===== src/rtl/vram_paint_scheduler_if.sv =====
// Request handshakes and VRAM write-port bundle for vram_paint_scheduler.
// master: touch side drives paint/clear requests and observes the write port.
// slave: the scheduler, which grants requests and drives the write port.
interface vram_paint_scheduler_if #(
  parameter int DISPLAY_WIDTH  = 240,
  parameter int DISPLAY_HEIGHT = 320
);
  localparam int VRAM_L = DISPLAY_WIDTH * DISPLAY_HEIGHT;
  localparam int A_W    = $clog2(VRAM_L);
  localparam int X_W    = $clog2(DISPLAY_WIDTH);
  localparam int Y_W    = $clog2(DISPLAY_HEIGHT);

  logic           clear_req;
  logic           req0_valid;
  logic           req0_ready;
  logic [X_W-1:0] req0_x;
  logic [Y_W-1:0] req0_y;
  logic [15:0]    req0_color;
  logic           req1_valid;
  logic           req1_ready;
  logic [X_W-1:0] req1_x;
  logic [Y_W-1:0] req1_y;
  logic [15:0]    req1_color;
  logic           wr_ena;
  logic [A_W-1:0] wr_addr;
  logic [15:0]    wr_data;
  logic           busy;

  modport master (
    output clear_req,
    output req0_valid, req0_x, req0_y, req0_color,
    output req1_valid, req1_x, req1_y, req1_color,
    input  req0_ready, req1_ready,
    input  wr_ena, wr_addr, wr_data, busy
  );

  modport slave (
    input  clear_req,
    input  req0_valid, req0_x, req0_y, req0_color,
    input  req1_valid, req1_x, req1_y, req1_color,
    output req0_ready, req1_ready,
    output wr_ena, wr_addr, wr_data, busy
  );
endinterface


===== src/rtl/vram_paint_scheduler.sv =====
// Sole writer of the VRAM: full-screen clear, then round-robin brush painting from two touch requesters.
// Latency: a transfer at edge E puts the first brush pixel on wr_* after E+1; one pixel per cycle, BRUSH^2 cycles.
// Backpressure: ready is granted only in idle with no pending clear; a waiting requester holds valid and its data.
module vram_paint_scheduler #(
  parameter int          DISPLAY_WIDTH  = 240,
  parameter int          DISPLAY_HEIGHT = 320,
  parameter int          BRUSH          = 3,
  parameter logic [15:0] CLEAR_COLOR    = 16'h000F
) (
  input logic                   clk,
  input logic                   rst,
  vram_paint_scheduler_if.slave bus
);
  localparam int VRAM_L = DISPLAY_WIDTH * DISPLAY_HEIGHT;
  localparam int A_W    = $clog2(VRAM_L);
  localparam int X_W    = $clog2(DISPLAY_WIDTH);
  localparam int Y_W    = $clog2(DISPLAY_HEIGHT);
  localparam int R      = (BRUSH - 1) / 2;
  // Brush offsets run -R..+R; two spare bits keep the sign and the +R compare safe.
  localparam int D_W    = $clog2(BRUSH) + 2;

  localparam logic signed [D_W-1:0] NEG_R     = D_W'(-R);
  localparam logic signed [D_W-1:0] POS_R     = D_W'(R);
  localparam logic signed [D_W-1:0] ONE       = D_W'(1);
  localparam logic [A_W-1:0]        LAST_ADDR = A_W'(VRAM_L - 1);

  typedef enum logic [1:0] {S_CLEAR, S_IDLE, S_PAINT} state_t;

  state_t                state;
  logic [A_W-1:0]        clr_cnt;
  logic                  clear_pending;
  logic                  last_grant;
  logic [X_W-1:0]        x_q;
  logic [Y_W-1:0]        y_q;
  logic [15:0]           color_q;
  logic signed [D_W-1:0] dx;
  logic signed [D_W-1:0] dy;
  logic                  wr_ena_q;
  logic [A_W-1:0]        wr_addr_q;
  logic [15:0]           wr_data_q;

  logic                  grant0;
  logic                  grant1;
  logic                  ready0;
  logic                  ready1;
  logic signed [X_W:0]   px;
  logic signed [Y_W:0]   py;
  logic                  in_bounds;
  logic [A_W-1:0]        pix_addr;

  // Round-robin grant: a lone requester wins, a tie goes to whoever was not served last.
  always_comb begin
    grant0 = bus.req0_valid && (!bus.req1_valid || last_grant);
    grant1 = bus.req1_valid && (!bus.req0_valid || !last_grant);
    ready0 = (state == S_IDLE) && !clear_pending && grant0;
    ready1 = (state == S_IDLE) && !clear_pending && grant1;
  end

  // Current brush pixel in signed coordinates; negatives and overshoot fall out as out-of-bounds.
  always_comb begin
    px        = $signed({1'b0, x_q}) + (X_W+1)'(dx);
    py        = $signed({1'b0, y_q}) + (Y_W+1)'(dy);
    in_bounds = !px[X_W] && ($unsigned(px) < (X_W+1)'(DISPLAY_WIDTH)) &&
                !py[Y_W] && ($unsigned(py) < (Y_W+1)'(DISPLAY_HEIGHT));
    pix_addr  = A_W'(py[Y_W-1:0]) * A_W'(DISPLAY_WIDTH) + A_W'(px[X_W-1:0]);
  end

  // Scheduler FSM: clear sweep, request acceptance and brush raster, all write-port outputs registered.
  always_ff @(posedge clk) begin
    if (rst) begin
      state         <= S_CLEAR;
      clr_cnt       <= LAST_ADDR;
      clear_pending <= 1'b0;
      last_grant    <= 1'b1;
      x_q           <= '0;
      y_q           <= '0;
      color_q       <= '0;
      dx            <= '0;
      dy            <= '0;
      wr_ena_q      <= 1'b0;
      wr_addr_q     <= '0;
      wr_data_q     <= '0;
    end else begin
      wr_ena_q <= 1'b0;
      // A clear request arriving while a sweep is already running adds nothing.
      if (bus.clear_req && state != S_CLEAR) clear_pending <= 1'b1;

      case (state)
        S_CLEAR: begin
          wr_ena_q  <= 1'b1;
          wr_addr_q <= clr_cnt;
          wr_data_q <= CLEAR_COLOR;
          clr_cnt   <= clr_cnt - 1'b1;
          if (clr_cnt == '0) begin
            state         <= S_IDLE;
            clear_pending <= 1'b0;
          end
        end

        S_IDLE: begin
          if (clear_pending) begin
            state   <= S_CLEAR;
            clr_cnt <= LAST_ADDR;
          end else if (ready0) begin
            x_q        <= bus.req0_x;
            y_q        <= bus.req0_y;
            color_q    <= bus.req0_color;
            last_grant <= 1'b0;
            dx         <= NEG_R;
            dy         <= NEG_R;
            state      <= S_PAINT;
          end else if (ready1) begin
            x_q        <= bus.req1_x;
            y_q        <= bus.req1_y;
            color_q    <= bus.req1_color;
            last_grant <= 1'b1;
            dx         <= NEG_R;
            dy         <= NEG_R;
            state      <= S_PAINT;
          end
        end

        S_PAINT: begin
          // Clipped pixels still take their cycle so the paint time is fixed.
          if (in_bounds) begin
            wr_ena_q  <= 1'b1;
            wr_addr_q <= pix_addr;
            wr_data_q <= color_q;
          end
          if (dx == POS_R) begin
            dx <= NEG_R;
            if (dy == POS_R) state <= S_IDLE;
            else             dy    <= dy + ONE;
          end else begin
            dx <= dx + ONE;
          end
        end

        default: state <= S_CLEAR;
      endcase
    end
  end

  assign bus.req0_ready = ready0;
  assign bus.req1_ready = ready1;
  assign bus.wr_ena     = wr_ena_q;
  assign bus.wr_addr    = wr_addr_q;
  assign bus.wr_data    = wr_data_q;
  assign bus.busy       = (state != S_IDLE);
endmodule


===== src/flat_wrapper.sv =====
// flat-port wrapper written by rule: the top's interface ports become plain ports
module vram_paint_scheduler_flat 
#(
  parameter int          DISPLAY_WIDTH  = 240,
  parameter int          DISPLAY_HEIGHT = 320,
  parameter int          BRUSH          = 3,
  parameter logic [15:0] CLEAR_COLOR    = 16'h000F
)
  (clk, rst, bus_clear_req, bus_req0_valid, bus_req0_x, bus_req0_y, bus_req0_color, bus_req1_valid, bus_req1_x, bus_req1_y, bus_req1_color, bus_req0_ready, bus_req1_ready, bus_wr_ena, bus_wr_addr, bus_wr_data, bus_busy);
  vram_paint_scheduler_if #(.DISPLAY_WIDTH(DISPLAY_WIDTH), .DISPLAY_HEIGHT(DISPLAY_HEIGHT)) bus_i ();
  input logic clk;
  input logic rst;
  input wire logic [$bits(bus_i.clear_req)-1:0] bus_clear_req;
  input wire logic [$bits(bus_i.req0_valid)-1:0] bus_req0_valid;
  input wire logic [$bits(bus_i.req0_x)-1:0] bus_req0_x;
  input wire logic [$bits(bus_i.req0_y)-1:0] bus_req0_y;
  input wire logic [$bits(bus_i.req0_color)-1:0] bus_req0_color;
  input wire logic [$bits(bus_i.req1_valid)-1:0] bus_req1_valid;
  input wire logic [$bits(bus_i.req1_x)-1:0] bus_req1_x;
  input wire logic [$bits(bus_i.req1_y)-1:0] bus_req1_y;
  input wire logic [$bits(bus_i.req1_color)-1:0] bus_req1_color;
  output wire logic [$bits(bus_i.req0_ready)-1:0] bus_req0_ready;
  output wire logic [$bits(bus_i.req1_ready)-1:0] bus_req1_ready;
  output wire logic [$bits(bus_i.wr_ena)-1:0] bus_wr_ena;
  output wire logic [$bits(bus_i.wr_addr)-1:0] bus_wr_addr;
  output wire logic [$bits(bus_i.wr_data)-1:0] bus_wr_data;
  output wire logic [$bits(bus_i.busy)-1:0] bus_busy;
  assign bus_i.clear_req = bus_clear_req;
  assign bus_i.req0_valid = bus_req0_valid;
  assign bus_i.req0_x = bus_req0_x;
  assign bus_i.req0_y = bus_req0_y;
  assign bus_i.req0_color = bus_req0_color;
  assign bus_i.req1_valid = bus_req1_valid;
  assign bus_i.req1_x = bus_req1_x;
  assign bus_i.req1_y = bus_req1_y;
  assign bus_i.req1_color = bus_req1_color;
  assign bus_req0_ready = bus_i.req0_ready;
  assign bus_req1_ready = bus_i.req1_ready;
  assign bus_wr_ena = bus_i.wr_ena;
  assign bus_wr_addr = bus_i.wr_addr;
  assign bus_wr_data = bus_i.wr_data;
  assign bus_busy = bus_i.busy;
  vram_paint_scheduler #(.DISPLAY_WIDTH(DISPLAY_WIDTH), .DISPLAY_HEIGHT(DISPLAY_HEIGHT), .BRUSH(BRUSH), .CLEAR_COLOR(CLEAR_COLOR)) u_core (.clk(clk), .rst(rst), .bus(bus_i));
endmodule

===== config.mk =====
export PLATFORM = sky130hd
export DESIGN_NAME = vram_paint_scheduler_flat
export DESIGN_NICKNAME = d
export VERILOG_FILES = /design/src/rtl/vram_paint_scheduler_if.sv /design/src/rtl/vram_paint_scheduler.sv /design/src/flat_wrapper.sv
export SDC_FILE = /design/constraint.sdc
export NUM_CORES = 1
export LEC_CHECK = 0
export ABC_AREA = 1
export ABC_CLOCK_PERIOD_IN_PS = 6230
export BUFFER_PORTS_ARGS = -buffer_cell sky130_fd_sc_hd__buf_2
export CAP_MARGIN = 20
export CORE_ASPECT_RATIO = 1.5
export CORE_MARGIN = 4
export CORE_UTILIZATION = 50
export DETAILED_ROUTE_END_ITERATION = 7
export PLACE_DENSITY = 0.72
export SLEW_MARGIN = 0
export SYNTH_ARGS = -nofsm -noshare
export SYNTH_HDL_FRONTEND = slang
export SYNTH_SLANG_ARGS = --single-unit

===== constraint.sdc =====
create_clock -name clk -period 6.23 [get_ports clk]
set_clock_uncertainty 0.2 [all_clocks]
set_input_delay 0.623 -clock clk [delete_from_list [all_inputs] [get_ports clk]]
set_output_delay 0.623 -clock clk [all_outputs]
set_load 0.05 [all_outputs]

==> flow_summary.html <==
<table>
<tr><th>Metric</th><th>Value</th></tr>
<tr><th colspan="2">Clocking</th></tr>
<tr><td>Quantity of gates resized following cts</td><td>0</td></tr>
<tr><td>TritonCTS sink count</td><td>96</td></tr>
<tr><td>Number of CTS-inserted buffers</td><td>9</td></tr>
<tr><td>Maximum clock path buffer count</td><td>2</td></tr>
<tr><td>Clock latency reported for the late side of the worst-skew pair</td><td>350 ps</td></tr>
<tr><td>Clock tree root driver cell</td><td>sky130_fd_sc_hd__clkbuf_16</td></tr>
<tr><td>Clock edge transition at the registers on the reported setup and hold paths</td><td>70 ps</td></tr>
<tr><td>CTS hold repair buffers</td><td>0</td></tr>
<tr><td>H-tree depth reported by CTS</td><td>3</td></tr>
<tr><td>CTS tree</td><td>yes</td></tr>
<tr><td>Setup Buffers After CTS</td><td>0</td></tr>
<tr><th colspan="2">Power</th></tr>
<tr><td>Total power after layout</td><td>3.802 mW</td></tr>
<tr><td>Power share of the combinational group</td><td>64.2%</td></tr>
<tr><td>Power density over the cells</td><td>505.2 nW/µm²</td></tr>
<tr><td>Leakage power of the design</td><td>3.711 nW</td></tr>
<tr><td>Maximum resistive drop on vdd</td><td>0.2608 mV</td></tr>
<tr><td>Share of power burned in the clock network</td><td>14.1%</td></tr>
<tr><td>Register share of total power</td><td>21.8%</td></tr>
<tr><td>Net Sw Frac</td><td>53.58%</td></tr>
<tr><td>Internal power component</td><td>1.765 mW</td></tr>
<tr><td>Switch Pwr</td><td>2.037 mW</td></tr>
<tr><th colspan="2">STA</th></tr>
<tr><td>Count of endpoints failing hold in the final timing report</td><td>0</td></tr>
<tr><td>Achievable clock frequency</td><td>199.8 MHz</td></tr>
<tr><td>Final sum of negative setup slack</td><td>0 ps</td></tr>
<tr><td>Tightest slew margin relative to the limit</td><td>32.26%</td></tr>
<tr><td>Unrepaired setup endpoints after global routing</td><td>false</td></tr>
<tr><td>Final number of max-transition violations</td><td>0</td></tr>
<tr><td>Endpoints failing setup</td><td>0</td></tr>
<tr><td>Final min period</td><td>5006 ps</td></tr>
<tr><td>Actual transition at the worst max-transition pin</td><td>1016 ps</td></tr>
<tr><td>Final-layout worst hold slack</td><td>262.4 ps</td></tr>
<tr><td>Crit share post-route</td><td>80.35%</td></tr>
<tr><th colspan="2">Worst setup path</th></tr>
<tr><td>Sequence of cells on the critical path</td><td>ha_1, fa_1, xor2_1, inv_1, fa_1, inv_1, fa_1, inv_1, fa_1, inv_1, ha_1, nand2_1, nor2_1, nor2_1, nor2_1, nand3_1, nor2_1, nand4_1, nand3_1, nand2_1, nor2_1, nor2_1</td></tr>
<tr><td>Worst Path Required</td><td>6270 ps</td></tr>
<tr><td>Worst Setup End Kind</td><td>flop</td></tr>
<tr><td>Cell seen most often among critical-path stages</td><td>sky130_fd_sc_hd__nor2_1</td></tr>
<tr><td>CP top delay family</td><td>adder cells</td></tr>
<tr><td>Critical path class</td><td>flop to flop</td></tr>
<tr><td>Maximum net fanout on the critical path</td><td>6</td></tr>
<tr><td>Number of buffers and inverters on the critical path</td><td>4</td></tr>
<tr><td>Critical path startpoint category</td><td>flop</td></tr>
<tr><td>Max stage delay on crit path</td><td>550 ps</td></tr>
<tr><td>Critical-path top delay cell</td><td>sky130_fd_sc_hd__fa_1</td></tr>
<tr><td>Critical path launch point</td><td>u_core.dy[0]$_SDFFE_PP0P_</td></tr>
<tr><td>Start of the worst register-to-register path</td><td>u_core.dy[0]$_SDFFE_PP0P_</td></tr>
<tr><td>Data arrival at the endpoint of the critical path</td><td>5050 ps</td></tr>
<tr><td>Worst reg2reg setup slack</td><td>1220 ps</td></tr>
<tr><th colspan="2">Yosys</th></tr>
<tr><td>Predominant post-synthesis flop cell</td><td>sky130_fd_sc_hd__dfxtp_1</td></tr>
<tr><td>Count of state elements after synthesis</td><td>96</td></tr>
<tr><td>Yosys warning count</td><td>0</td></tr>
<tr><td>FFs w/ async S/R, synth</td><td>0%</td></tr>
<tr><td>Syn nets</td><td>1150</td></tr>
<tr><td>Netlist Area Pre-Place</td><td>6623 µm²</td></tr>
<tr><td>Number of distinct standard cells referenced by the synthesized netlist</td><td>41</td></tr>
<tr><td>Mapped Cells</td><td>1018</td></tr>
<tr><td>Number of synthesized flops with an enable pin</td><td>0</td></tr>
<tr><td>Share of the yosys chip area belonging to registers</td><td>29.02%</td></tr>
<tr><td>Avg Cell Area, Syn</td><td>6.506 µm²</td></tr>
<tr><th colspan="2">Global route</th></tr>
<tr><td>GRT Resource Usage Total</td><td>22.27%</td></tr>
<tr><td>Global-route wire length before repair</td><td>27.67 mm</td></tr>
<tr><td>Pin count of the biggest net entering global routing</td><td>68</td></tr>
<tr><td>Initial antenna violation count</td><td>0</td></tr>
<tr><td>Remaining global-route overflow</td><td>0</td></tr>
<tr><td>Via count of the first global-routing pass</td><td>6231</td></tr>
<tr><th colspan="2">Die</th></tr>
<tr><td>Initial core utilization</td><td>51.13%</td></tr>
<tr><td>Core Region</td><td>12950 µm²</td></tr>
<tr><td>Floorplan die area</td><td>15190 µm²</td></tr>
<tr><td>Number of top-level pins</td><td>108</td></tr>
<tr><td>Die outline width</td><td>102.0 µm</td></tr>
<tr><td>Cell row count</td><td>51</td></tr>
<tr><td>Height of the die</td><td>149.0 µm</td></tr>
<tr><th colspan="2">Route</th></tr>
<tr><td>Detailed router's first-iteration violation count</td><td>210</td></tr>
<tr><td>Detailed-route wire length</td><td>16.20 mm</td></tr>
<tr><td>Average via count per standard cell</td><td>5.089</td></tr>
<tr><td>Antenna violation net count after detailed routing</td><td>0</td></tr>
<tr><td>Via total after detailed routing</td><td>6458</td></tr>
<tr><td>Wire length per cell after detailed routing</td><td>12.77 µm</td></tr>
<tr><td>Drt first pass iters</td><td>4</td></tr>
<tr><td>Detailed-route DRC error count</td><td>0</td></tr>
<tr><th colspan="2">Placed design</th></tr>
<tr><td>Port-buffer cells</td><td>107</td></tr>
<tr><td>Placed wire-length estimate</td><td>12.45 mm</td></tr>
<tr><td>Instance area after placement</td><td>7243 µm²</td></tr>
<tr><td>Final GP Congestion</td><td>0.9129</td></tr>
<tr><td>Placed Cells incl. Taps</td><td>1253</td></tr>
<tr><th colspan="2">Finish</th></tr>
<tr><td>Net count of the finished layout</td><td>1237</td></tr>
<tr><td>Final standard cell area without fillers</td><td>7526 µm²</td></tr>
<tr><td>Synth-to-layout area growth</td><td>13.64%</td></tr>
<tr><td>Diode insertion count for antenna repair</td><td>0</td></tr>
<tr><td>Final standard cell count with taps included and fillers excluded</td><td>1269</td></tr>
<tr><td>Share of final-layout standard cells stronger than drive strength 1</td><td>12.97%</td></tr>
<tr><th colspan="2">Outcome</th></tr>
<tr><td>Run status</td><td>complete, no violations</td></tr>
<tr><th colspan="2">Job</th></tr>
<tr><td>Max Cap Violations</td><td>0</td></tr>
<tr><th colspan="2">Min path</th></tr>
<tr><td>Worst hold path startpoint</td><td>u_core.color_q[3]$_SDFFE_PP0P_</td></tr>
<tr><td>Hold crit path type</td><td>flop to flop</td></tr>
</table>
-- path summary, 6_finish.rpt --
check | cells after the start | end
max | 22 | u_core.bus.wr_addr[14]$_SDFFE_PP0P_
min | 2 | u_core.color_q[3]$_SDFFE_PP0P_
max reg2reg | 22 | u_core.bus.wr_addr[14]$_SDFFE_PP0P_
min reg2reg | 2 | u_core.color_q[3]$_SDFFE_PP0P_
-- state kept, by name (all words and copies together), names as in the netlist --
register / count
u_core.y_q: 9
u_core.clr_cnt: 17
u_core.last_grant: 1
u_core.x_q: 8
u_core.state: 2
u_core.color_q: 16
u_core.clear_pending: 1
u_core.bus.wr_addr: 17
u_core.dy: 4
u_core.dx: 4
u_core.bus.wr_data: 16
u_core.bus.wr_ena: 1
-- worst register-to-register path, delay by kind of cell (launching register included) --
family                   cells  cell delay (ps)
XOR/XNOR                     1              320
flip-flops                   1              380
adder cells (fa/ha/maj)      6             2570
buffers and inverters        4              300
AND/OR/NAND/NOR             11             1120
-- synth_stat cells (2+ instances only) --
library cell / n / area share (%)
sky130_fd_sc_hd__ha_1: 50 / 9.4
sky130_fd_sc_hd__a21oi_1: 77 / 5.8
sky130_fd_sc_hd__nor3_1: 4 / 0.30
sky130_fd_sc_hd__o21ai_0: 70 / 5.3
sky130_fd_sc_hd__nor2_2: 3 / 0.28
sky130_fd_sc_hd__xor2_1: 14 / 1.9
sky130_fd_sc_hd__o21bai_1: 3 / 0.34
sky130_fd_sc_hd__o21ai_1: 14 / 1.1
sky130_fd_sc_hd__inv_1: 125 / 7.1
sky130_fd_sc_hd__inv_2: 3 / 0.17
sky130_fd_sc_hd__o211ai_1: 2 / 0.23
sky130_fd_sc_hd__nand2_1: 223 / 13
sky130_fd_sc_hd__clkbuf_1: 23 / 1.3
sky130_fd_sc_hd__nand4_1: 9 / 0.85
sky130_fd_sc_hd__xnor2_1: 5 / 0.66
sky130_fd_sc_hd__nor2_1: 160 / 9.1
sky130_fd_sc_hd__nand3_1: 71 / 5.4
sky130_fd_sc_hd__dfxtp_1: 96 / 29
sky130_fd_sc_hd__a31oi_1: 7 / 0.66
sky130_fd_sc_hd__fa_1: 11 / 3.3
sky130_fd_sc_hd__nand3b_1: 3 / 0.34
sky130_fd_sc_hd__nand2_2: 4 / 0.38
sky130_fd_sc_hd__o31ai_1: 2 / 0.23
sky130_fd_sc_hd__nand2b_1: 12 / 1.1
sky130_fd_sc_hd__a211oi_1: 2 / 0.23
sky130_fd_sc_hd__buf_2: 10 / 0.76
-- area by class of cell --
type                    count  area [µm²]
flip-flops and latches     96        1922
clock buffers              10       229.0
multi-input cells         759        4079
clock inverters             6       53.80
fillers                  1313        5428
well taps                 159       198.9
repair buffers            110       558.0
inverters                 129       485.5
-- metal layers --
metal	global-route usage, %	wire length [µm]	vias to the layer above	part of all wire, %
li1	-	-	3446	-
met4	10.05	617	0	3.8
met3	3.556	696	38	4.3
met5	0	0	-	0
met1	25.59	6626	2854	41
met2	39.71	8259	120	51
-- logic make-up after synthesis --
| family | Yosys count | synth area share [%] |
|---|---|---|
| flip-flops | 96 | 29.02 |
| AND/OR/NAND/NOR | 492 | 30.87 |
| buffers and inverters | 163 | 9.503 |
| adder cells (fa/ha/maj) | 61 | 12.77 |
| AO/OA/AOI/OAI | 186 | 15.08 |
| XOR/XNOR | 20 | 2.758 |
-- power groups by stage --
stage          Combinational [mW]  Sequential (mW)  Clock, mW
2_1_floorplan                1.68             1.05          0
3_3_place_gp                 2.42            0.839          0
3_5_place_dp                 2.45            0.842          0
4_1_cts                      2.46            0.829      0.548
5_1_grt                      2.82            0.844      0.567
6_report                     2.44            0.828      0.534
-- cell usage in the layout, fill, tap and decap left out, types with 50 or more instances in the layout --
cell type / instances
sky130_fd_sc_hd__a21oi_1: 77
sky130_fd_sc_hd__buf_2: 107
sky130_fd_sc_hd__dfxtp_1: 96
sky130_fd_sc_hd__ha_1: 50
sky130_fd_sc_hd__inv_1: 125
sky130_fd_sc_hd__nand2_1: 223
sky130_fd_sc_hd__nand3_1: 71
sky130_fd_sc_hd__nor2_1: 159
sky130_fd_sc_hd__o21ai_0: 70
-- per-stage QoR --
stage | util [%] | setup slack [ps]
4_1_cts | 58.10 | 1236
3_3_place_gp | 55.92 | 1360
6_report | 58.10 | 1224
3_5_place_dp | 55.92 | 1254
5_1_grt | 58.10 | 797.0
2_1_floorplan | - | 1579
(Power assumes the default switching activity.)
